**src/rtl/mux4_arbiter_if.sv**
```systemverilog
// Handshake/bus bundle between the four requesters and the arbiter.
// The master side drives requests, the release strobe and data; the slave
// side (the arbiter) returns the one-hot grant, select index, mux enable
// and the shared mux output.
interface mux4_arbiter_if;
    logic [3:0] req;
    logic       rel;
    logic [3:0] D;
    logic [3:0] grant;
    logic [1:0] s;
    logic       en;
    logic       y;

    modport master (output req, rel, D, input grant, s, en, y);
    modport slave  (input req, rel, D, output grant, s, en, y);
endinterface

```
**src/rtl/mux4_arbiter.sv**
```systemverilog
// Four-way round-robin arbiter driving a shared 4:1 mux.
// An owner keeps the mux until it releases, drops its request, or has held
// it for MAX_HOLD cycles while someone else waits. Every hand-over passes
// through a one-cycle GAP with the mux disabled (break-before-make).
module mux4_arbiter #(
    parameter int MAX_HOLD = 8
) (
    input  logic          clk,
    input  logic          rst,
    mux4_arbiter_if.slave bus
);
    localparam int            CW       = $clog2(MAX_HOLD + 1);
    localparam logic [CW-1:0] HOLD_MAX = CW'(MAX_HOLD);

    typedef enum logic [1:0] {
        IDLE = 2'd0,
        OWN  = 2'd1,
        GAP  = 2'd2
    } state_t;

    state_t        state;
    logic [3:0]    grant_q;
    logic [1:0]    s_q;
    logic          en_q;
    logic [1:0]    last;
    logic [CW-1:0] count;

    logic [1:0]    win;
    logic [1:0]    idx;
    logic          found;
    logic          others;
    logic          owner_exit;

    // Round-robin pick: scan last+1 .. last+4 (wrapping), first set request wins.
    always_comb begin
        win   = last;
        idx   = '0;
        found = 1'b0;
        for (int k = 1; k <= 4; k++) begin
            idx = last + 2'(k);
            if (!found && bus.req[idx]) begin
                win   = idx;
                found = 1'b1;
            end
        end
    end

    // Exit conditions for the current owner; rel and preemption collapse into one exit.
    assign others     = |(bus.req & ~(4'b0001 << s_q));
    assign owner_exit = bus.rel | ~bus.req[s_q] | ((count == HOLD_MAX) & others);

    // Arbiter FSM with registered grant/select/enable.
    always_ff @(posedge clk) begin
        if (rst) begin
            state   <= IDLE;
            grant_q <= 4'b0000;
            s_q     <= 2'b00;
            en_q    <= 1'b0;
            count   <= '0;
            last    <= 2'd3;
        end else begin
            case (state)
                IDLE: begin
                    if (bus.req != 4'b0000) begin
                        state   <= OWN;
                        grant_q <= 4'b0001 << win;
                        s_q     <= win;
                        en_q    <= 1'b1;
                        count   <= CW'(1);
                        last    <= win;
                    end
                end
                OWN: begin
                    if (owner_exit) begin
                        state   <= GAP;
                        grant_q <= 4'b0000;
                        en_q    <= 1'b0;
                    end else if (count != HOLD_MAX) begin
                        count <= count + CW'(1);
                    end
                end
                GAP: begin
                    // s_q deliberately held so the select does not glitch during the gap.
                    state <= IDLE;
                end
                default: begin
                    state   <= IDLE;
                    grant_q <= 4'b0000;
                    en_q    <= 1'b0;
                end
            endcase
        end
    end

    assign bus.grant = grant_q;
    assign bus.s     = s_q;
    assign bus.en    = en_q;
    // en is only high while a single grant bit is set, so y never leaks a non-owner.
    assign bus.y     = en_q & bus.D[s_q];
endmodule

```
**src/flat_wrapper.sv**
```systemverilog
// flat-port wrapper written by rule: the top's interface ports become plain ports
module mux4_arbiter_flat 
#(
    parameter int MAX_HOLD = 8
)
  (clk, rst, bus_req, bus_rel, bus_D, bus_grant, bus_s, bus_en, bus_y);
  mux4_arbiter_if bus_i ();
  input  logic clk;
  input  logic rst;
  input wire logic [$bits(bus_i.req)-1:0] bus_req;
  input wire logic [$bits(bus_i.rel)-1:0] bus_rel;
  input wire logic [$bits(bus_i.D)-1:0] bus_D;
  output wire logic [$bits(bus_i.grant)-1:0] bus_grant;
  output wire logic [$bits(bus_i.s)-1:0] bus_s;
  output wire logic [$bits(bus_i.en)-1:0] bus_en;
  output wire logic [$bits(bus_i.y)-1:0] bus_y;
  assign bus_i.req = bus_req;
  assign bus_i.rel = bus_rel;
  assign bus_i.D = bus_D;
  assign bus_grant = bus_i.grant;
  assign bus_s = bus_i.s;
  assign bus_en = bus_i.en;
  assign bus_y = bus_i.y;
  mux4_arbiter #(.MAX_HOLD(MAX_HOLD)) u_core (.clk(clk), .rst(rst), .bus(bus_i));
endmodule
```
**config.mk**
```make
export PLATFORM = sky130hd
export DESIGN_NAME = mux4_arbiter_flat
export DESIGN_NICKNAME = d
export VERILOG_FILES = /design/src/rtl/mux4_arbiter_if.sv /design/src/rtl/mux4_arbiter.sv /design/src/flat_wrapper.sv
export SDC_FILE = /design/constraint.sdc
export NUM_CORES = 1
export LEC_CHECK = 0
export CAP_MARGIN = 40
export CORE_MARGIN = 1
export CORE_UTILIZATION = 40
export DETAILED_ROUTE_END_ITERATION = 8
export PLACE_DENSITY = 0.72
export SYNTH_ARGS = -nofsm -noshare
export SYNTH_HDL_FRONTEND = slang
export SYNTH_SLANG_ARGS = --single-unit
export TNS_END_PERCENT = 50
```
**constraint.sdc**
```tcl
create_clock -name clk -period 2.16 [get_ports clk]
set_clock_uncertainty 0.1 [all_clocks]
set_input_delay 0.54 -clock clk [delete_from_list [all_inputs] [get_ports clk]]
set_output_delay 0.54 -clock clk [all_outputs]
set_load 0.1 [all_outputs]
```
======== Yosys cells after proc, flatten, opt, wreduce, memory -nomap -nowiden ========
Index checks and enable logic that the tools add are counted.
word-level totals
  register bits ........................... 15
  input port bits ......................... 11
  output and inout bits ................... 8
operators by class
  $add $sub $neg .......................... 4
  magnitude comparators ................... 5
  equality and inequality tests ........... 8
  shifts and indexed selects .............. 2
  muxes and demuxes ....................... 32
  bitwise gates (word level) .............. 8
  reductions and logical operators ........ 14
operators by type and width
  cell                                                count
  two-way mux 4 bit                                   5
  < comparator 2 x 3 -> 1 bit, second input constant  5
  binary-select mux 1 bit (select 2 bit)              6
  two-way mux 2 bit                                   6
  one-hot mux 4 bit (3 select lines)                  1
  two-way mux 1 bit                                   11
  one-hot mux 4 bit (2 select lines)                  1
  left shift 1 x 2 -> 4 bit, first input constant     2
  != test 2 x 1 -> 1 bit, second input constant       3
  adder 2 bit, second input constant                  2
  adder 4 x 1 -> 4 bit, second input constant         1
  AND 4 bit                                           1
  equality test 4 bit, second input constant          1
  != test 4 bit, second input constant                1
  inverter 4 bit                                      1
  one-hot mux 2 bit (2 select lines)                  1
  AND reduction 2 bit                                 2
  AND reduction 4 bit                                 1
  nonzero test 4 bit                                  1
  OR reduction 4 bit                                  1
  logical AND 1 bit                                   3
  zero test 1 bit                                     3
  one-hot mux 1 bit (3 select lines)                  1
  AND reduction 3 bit                                 1
  9 further kinds                                     12

======== Longest topological paths before layout ========
Gate-level depths: netlist (run 1).
  depth after elaboration ................. 16
  mapped depth ............................ 7
  gate-level depth less buffers ........... 7

======== Least setup slack after synthesis (run 1) ========
No wires, ideal clock.
  kind .................................... reg-to-output
  start ................................... register u_core.s_q[0] (netlist: u_core.bus.s[0])
  end ..................................... output bus_y
  arrival ................................. 2,155 ps
  setup slack ............................. -635 ps
  cell stages (with the launch flop) ...... 3
  path buffers ............................ 0
  path through ............................ dfxtp_1 > mux4_2 > and2_1
on the way
  word-level cells in the longest chain between the ends .. 3
ends and longest elaborated chain
  element                                  RTL line            RTL
  from (decl)                              mux4_arbiter.sv:23  logic [1:0] s_q;
  from (signal assigned)                   mux4_arbiter.sv:67  s_q <= win;
  binary-select mux 1 bit (select 2 bit)   mux4_arbiter.sv:99  assign bus.y = en_q & bus.D[s_q];
  two-way mux 1 bit (implied by the code)  mux4_arbiter.sv:99
  AND 1 bit                                mux4_arbiter.sv:99
  to (decl)                                flat_wrapper.sv:16  output wire logic [$bits(bus_i.y)-1:0] bus_y;
Every way passes these cells. The select of a mux whose other input is x is not followed.

======== Worst setup path after layout (run 1) ========
  start ................................... input bus_req[0]
  end ..................................... register u_core.count[3]
on the way
  word-level cells in the longest chain between the ends .. 7
ends and longest elaborated chain
  element                                  RTL line            RTL
  from (decl)                              flat_wrapper.sv:10  input wire logic [$bits(bus_i.req)-1:0] bus_req;
  binary-select mux 1 bit (select 2 bit)   mux4_arbiter.sv:50  assign owner_exit = bus.rel | ~bus.req[s_q] | ((count == HOLD_MAX) & others);
  two-way mux 1 bit (implied by the code)  mux4_arbiter.sv:50
  inverter 1 bit                           mux4_arbiter.sv:50
  bitwise OR 1 bit (2 in series)           mux4_arbiter.sv:50
  != test 2 bit (no line)                  -
  AND reduction 4 bit (no line) *          -
  to (signal assigned)                     mux4_arbiter.sv:79  count <= count + CW'(1);
  to (decl)                                mux4_arbiter.sv:26  logic [CW-1:0] count;
Every way passes the cells marked *; elsewhere a longest branch is shown, timed or not. The select of a mux whose other input is x is not followed.
A chain may end at the register's enable or synchronous reset.

==> flow_summary_export.csv, run 1 <==
group,metric,value,unit
run_status,outcome,"completed",
global_routing,top_usage_layer,"met2",
setup_path,cp-start-kind,"primary input",
cts,cts_root_buffer,"clkbuf_4",
detailed_routing,viasPerCell,5.09,
power,p_int,0.553,mW
sta,rsz0062_at_grt,"no",
die,die_h,47.8,um
final_layout,n_fill_cell,184,
power,p_per_area,757,mW/mm^2
die,initial_core_util,42.9,%
run,cap_violations,0,
synth,synth_async_sr_flop_share,0,%
sta,min_period_over_period,97.6,%
detailed_routing,drtAntennaViolNets,0,
detailed_routing,num_vias,794,
synth,synth_area,841,um^2
global_routing,gr-usage-met1,23.3,%
sta,min_period,2110,ps
placement,dp_hpwl,1.51,mm
detailed_routing,first_pass_iters,4,
final_layout,nets,143,
die,coreArea,0.00196,mm^2
cts,cts_tree,"built",
detailed_routing,drtIter0Drc,11,
cts,path_clk_slew,100,ps
synth,syn-num-nets,106,
global_routing,grt_overflow_total,0,
final_layout,diodes,0,
power,pwr-share-comb,45.3,%
placement,port_buffers,18,
global_routing,grt_pass1_vias,731,
setup_path,endpoint_kind,"register",
final_layout,syn_to_final_growth,45.5,%
die,die_area,0.00229,mm^2
sta,setup_viol,0,
synth,ys_ff_latch,15,
final_layout,multi_input_area,513,um^2
sta,fin_setup_tns,0,ps
sta,max_clock_freq,474,MHz
sta,relSlewSlack,73.5,%
cts,numCtsBuffers,3,
synth,yosysUniqueCellTypes,40,
detailed_routing,drc,0,
setup_path,worstPathArrival,2200,ps
global_routing,grt_pass1_wl,3.17,mm
sta,fin_hold_ws,384,ps
die,fp-row-count,16,
global_routing,grt_use_met3,5.66,%
cts,clockBufferDepth,2,
synth,ys_warn_count,0,
power,max-vdd-ir-drop,0.476,mV
synth,syn_area_per_cell,9.04,um^2
sta,final_max_slew_viol_count,0,
power,power.share.switching,40.2,%
synth,yosysTopAreaCell,"dfxtp_1",
min_path,hp-class,"reg -> reg",
power,power.share.clock,17.3,%
synth,synth_flop_cell,"dfxtp_1",
synth,synth_area_leaders,"dfxtp_1 (36%), nand2b_1 (5.2%), mux4_1 (3.1%)",
synth,ys_seq_area_share,35.7,%
final_layout,drive_gt1_share,36.4,%
sta,hold_viol,0,
setup_path,cp_max_fo,5,
die,die_width,47.8,um
cts,cts_hold_buf,0,
sta,worst_slew_pin_slew,395,ps
synth,synthCells,93,
detailed_routing,wl_per_cell,12.3,um
synth,synth_edf_count,0,
detailed_routing,drt-total-wl,1.92,mm
power,switching_power,0.372,mW
cts,insertion_delay,280,ps
cts,cts_max_level,1,
global_routing,antenna_found_initial,0,
setup_path,worstSetupPathType,"in -> reg",
setup_path,cp_data_required_time,2250,ps
power,power.share.sequential,37.4,%
placement,gp_congestion,0.785,
global_routing,grt_max_degree,11,
die,pin_count,19,
final_layout,regArea,307,um^2
placement,pre_cts_ws,-303,ps
synth,yosys.area.top_type_share,35.7,%
sta,layout_setup_ws,51.4,ps
global_routing,grtUsageMet2,36.8,%
power,static-leakage-power,0.511,nW
cts,cts.sinks,15,
global_routing,grt_usage,20.7,%
power by group through the flow:
stage | registers (mW) | logic (mW) | clock network [mW]
2_1_floorplan | 0.460 | 0.152 | 0
3_3_place_gp | 0.356 | 0.405 | 0
3_5_place_dp | 0.358 | 0.411 | 0
4_1_cts | 0.352 | 0.413 | 0.167
5_1_grt | 0.352 | 0.447 | 0.184
6_report | 0.346 | 0.420 | 0.160
final timing paths:
kind | end | slack, ps | cells past startpoint | start
max | u_core.count[3] | 50 | 7 | bus_req[0]
min | u_core.bus.grant[1] | 380 | 2 | u_core.bus.grant[1]
max reg2reg | u_core.bus.en | 280 | 6 | u_core.bus.s[0]
min reg2reg | u_core.bus.grant[1] | 380 | 2 | u_core.bus.grant[1]
cells in the final DEF, fill, tap and decap left out, types with 2 or more instances in the layout:
cell | netlist | layout
nand3_1 | 2 | 2
buf_12 | 0 | 3
o31ai_2 | 2 | 2
nand2_1 | 7 | 7
inv_1 | 3 | 3
o32ai_1 | 2 | 2
nor3b_1 | 3 | 3
xor2_1 | 2 | 2
dfxtp_1 | 15 | 12
a211oi_1 | 3 | 3
ha_1 | 2 | 2
clkdlybuf4s50_1 | 0 | 4
buf_4 | 1 | 24
nand3b_1 | 2 | 2
clkdlybuf4s15_1 | 0 | 2
a21oi_1 | 5 | 5
and2_1 | 3 | 2
clkbuf_4 | 0 | 3
nor2_1 | 6 | 6
dfxtp_2 | 0 | 2
clkbuf_2 | 0 | 2
nand2b_1 | 7 | 7
nor3_1 | 4 | 4
through the flow:
stage | utilization, % | total power, mW | instance area [um^2] | cells
2_1_floorplan | - | 0.613 | 848 | 93
3_3_place_gp | 60.7 | 0.760 | 1190 | 151
3_5_place_dp | 60.7 | 0.769 | 1190 | 151
4_1_cts | 62.2 | 0.932 | 1220 | 155
5_1_grt | 62.4 | 0.983 | 1220 | 156
6_report | 62.4 | 0.926 | 1220 | 156
cells by family (layout without fill, tap and decap cells):
kind of cell | after synthesis | after routing | share of synthesized area [%]
AOI/OAI and AO/OA | 18 | 18 | 15.6
DFF | 15 | 15 | 35.7
muxes | 4 | 4 | 8.33
and+or+nand+nor | 44 | 44 | 31.0
buffers and inverters | 8 | 44 | 4.31
adders and majority gates | 2 | 2 | 2.98
xor gates and xnor gates | 2 | 2 | 2.08
registers in the layout, summed over array words and instances (netlist names):
name	flops
u_core.last	2
u_core.bus.grant	4
u_core.state	2
u_core.count	4
u_core.bus.s	2
u_core.bus.en	1
final cells by class:
cell class | instances | share of cell area [%]
flip-flops and latches | 15 | 25.1
well taps | 27 | 2.76
inverters | 3 | 0.920
multi-input cells | 70 | 41.9
clock inverters | 1 | 0.409
repair buffers | 37 | 27.1
clock buffers | 3 | 1.84
timing repair:
item,CTS,global route
resized for setup,8,6
setup endpoints to repair,2,7
pin swaps,1,1
setup buffers,0,1
routing by layer:
metal | wire (um) | share of wire, %
met5 | 0 | 0
met3 | 54 | 2.8
met4 | 27 | 1.4
met2 | 997 | 52
met1 | 843 | 44
critical path, cell delays in order:
cell	delay [ps]
clkdlybuf4s50_1	480
mux4_1	520
and2_1	180
buf_4	140
nand4_1	110
xor2_1	170
nor3_1	60
Yosys cell counts (2+ instances only):
library cell and n:
and2_1 3, o31ai_2 2, nor3b_1 3, a21oi_1 5
nand3b_1 2, dfxtp_1 15, nand2b_1 7, nand3_1 2
nor2_1 6, nor3_1 4, inv_1 3, ha_1 2
a211oi_1 3, xor2_1 2, nand2_1 7, buf_2 2
o32ai_1 2
(Power assumes the default switching activity.)
==> run 2, diff against run 1 <==
--- a/config.mk
+++ b/config.mk
@@ -10,6 +10,7 @@
 export CORE_UTILIZATION = 40
 export DETAILED_ROUTE_END_ITERATION = 8
 export PLACE_DENSITY = 0.72
+export SKIP_CTS_REPAIR_TIMING = 1
 export SYNTH_ARGS = -nofsm -noshare
 export SYNTH_HDL_FRONTEND = slang
 export SYNTH_SLANG_ARGS = --single-unit
==> run 2 against run 1 <==
  * Routed wire length decreased by 0.26%
  * Critical path depth shrank 4
  * Worst setup slack got worse by 20 ps
  * Clock-buffer cell count unchanged
  * Cell area increased by 1.2%
  * Maximum frequency fell by 0.93%
  * Non-clock buffer count is 1 lower
  * Register-to-register slack better by 40 ps
  * Largest cell class unchanged
==> flow_summary_export.csv, run 2 (synthesized netlist as in run 1, its figures left out) <==
group,metric,value,unit
run_status,outcome,"completed",
final_layout,nets,142,
cts,cts_root_buffer,"clkbuf_4",
global_routing,grt_usage,20.5,%
sta,final_max_slew_viol_count,0,
min_path,hp-class,"reg -> reg",
placement,dp_hpwl,1.51,mm
cts,cts.sinks,15,
setup_path,cp-start-kind,"register",
sta,setup_viol,0,
placement,dp_cells,151,
placement,place_area,0.00119,mm^2
final_layout,final_common_cell,"buf_4",
die,coreArea,0.00196,mm^2
detailed_routing,first_pass_iters,4,
detailed_routing,drc,0,
placement,port_buffers,18,
power,static-leakage-power,0.547,nW
die,die_width,47.8,um
die,fp-row-count,16,
power,max-vdd-ir-drop,0.457,mV
sta,relSlewSlack,74.1,%
cts,cts_tree,"built",
sta,hold_viol,0,
cts,numCtsBuffers,3,
setup_path,worstPathArrival,1490,ps
detailed_routing,wl_per_cell,12.4,um
final_layout,design_area,0.00124,mm^2
sta,rsz0062_at_grt,"yes",
global_routing,antenna_found_initial,0,
final_layout,n_fill_cell,178,
sta,fin_hold_ws,384,ps
global_routing,grt_pass1_wl,3.14,mm
placement,pre_cts_ws,-303,ps
die,die_h,47.8,um
cts,cts_max_level,1,
setup_path,endpoint_kind,"output port",
setup_path,cp_max_fo,7,
die,initial_core_util,42.9,%
run,cap_violations,0,
final_layout,regArea,307,um^2
cts,clockBufferDepth,2,
setup_path,cp_data_required_time,1520,ps
global_routing,grt_max_degree,11,
sta,min_period,2130,ps
final_layout,diodes,0,
cts,path_clk_slew,100,ps
detailed_routing,num_vias,807,
sta,max_clock_freq,470,MHz
final_layout,syn_to_final_growth,47.3,%
sta,layout_setup_ws,31.6,ps
detailed_routing,drtAntennaViolNets,0,
detailed_routing,drt-total-wl,1.92,mm
final_layout,most-common-layout-cells,"buf_4 (23), dfxtp_1 (12), nand2b_1 (7), nand2_1 (7)",
detailed_routing,drtIter0Drc,12,
cts,insertion_delay,280,ps
detailed_routing,viasPerCell,5.21,
global_routing,grt_overflow_total,0,
setup_path,worstSetupPathType,"reg -> out",
sta,min_period_over_period,98.5,%
global_routing,grt_pass1_vias,753,
final_layout,drive_gt1_share,34.4,%
sta,worst_slew_pin_slew,386,ps
final_layout,multi_input_area,512,um^2
final_layout,finalNonFillerCells,155,
die,pin_count,19,
power,p_per_area,744,mW/mm^2
die,die_area,0.00229,mm^2
placement,gp_congestion,0.785,
==> run 2: changes by cell type in the layout (fill, tap and decap cells not counted) <==
cell,delta
o22ai_2,-1
clkdlybuf4s15_1,-2
dlymetal6s2s_1,+5
clkbuf_2,-2
buf_4,-1
o22ai_1,+1
a211oi_2,+1
dlygate4sd2_1,-1
a211oi_1,-1
==> run 2: path summary, 6_finish.rpt <==
kind | from | to | slack, ps | cells past startpoint
max | u_core.bus.s[0] | bus_y | 30 | 3
min | u_core.bus.grant[1] | u_core.bus.grant[1] | 380 | 2
max reg2reg | u_core.bus.s[1] | u_core.count[3] | 320 | 6
min reg2reg | u_core.bus.grant[1] | u_core.bus.grant[1] | 380 | 2
==> run 2: final cells by class <==
cell class | count | area share [%]
repair buffers | 36 | 28.1
clock inverters | 1 | 0.404
clock buffers | 3 | 1.82
well taps | 27 | 2.73
inverters | 3 | 0.909
flip-flops and latches | 15 | 24.7
multi-input cells | 70 | 41.3
==> run 2: worst max-delay path, stage by stage, from the launching register on <==
cell	delay [ps]
dfxtp_4	410
mux4_2	500
and2_4	160
buf_12	160
==> run 2: per-stage QoR <==
stage               setup TNS [ps]  power, mW  utilization (%)
finish                           0      0.922             63.1
floorplan                        0      0.613                -
global route                 -49.6      0.980             63.1
global placement             -2800      0.760             60.7
CTS                           -268      0.932             62.1
detailed placement           -3300      0.769             60.7
==> run 2: where the power goes <==
part / switching, mW / total [mW] / leakage [nW] / internal (mW)
logic: 0.238 / 0.411 / 0.405 / 0.173
clock network: 0.0893 / 0.158 / 0.0177 / 0.0686
registers: 0.0425 / 0.352 / 0.125 / 0.310
total: 0.370 / 0.922 / 0.547 / 0.552
==> run 2: layer usage <==
layer / GRT usage [%] / wire (um)
met4: 8.33 / 33
met2: 37.3 / 993
met1: 22.2 / 842
met5: 0 / 0
met3: 5.66 / 48
==> run 3, diff against run 2 <==
--- a/config.mk
+++ b/config.mk
@@ -8,6 +8,7 @@
 export CAP_MARGIN = 40
 export CORE_MARGIN = 1
 export CORE_UTILIZATION = 40
+export CTS_CLUSTER_SIZE = 28
 export DETAILED_ROUTE_END_ITERATION = 8
 export PLACE_DENSITY = 0.72
 export SKIP_CTS_REPAIR_TIMING = 1
==> results of run 3 <==
No change in the layout: final DEF, timing and power equal those of run 2.
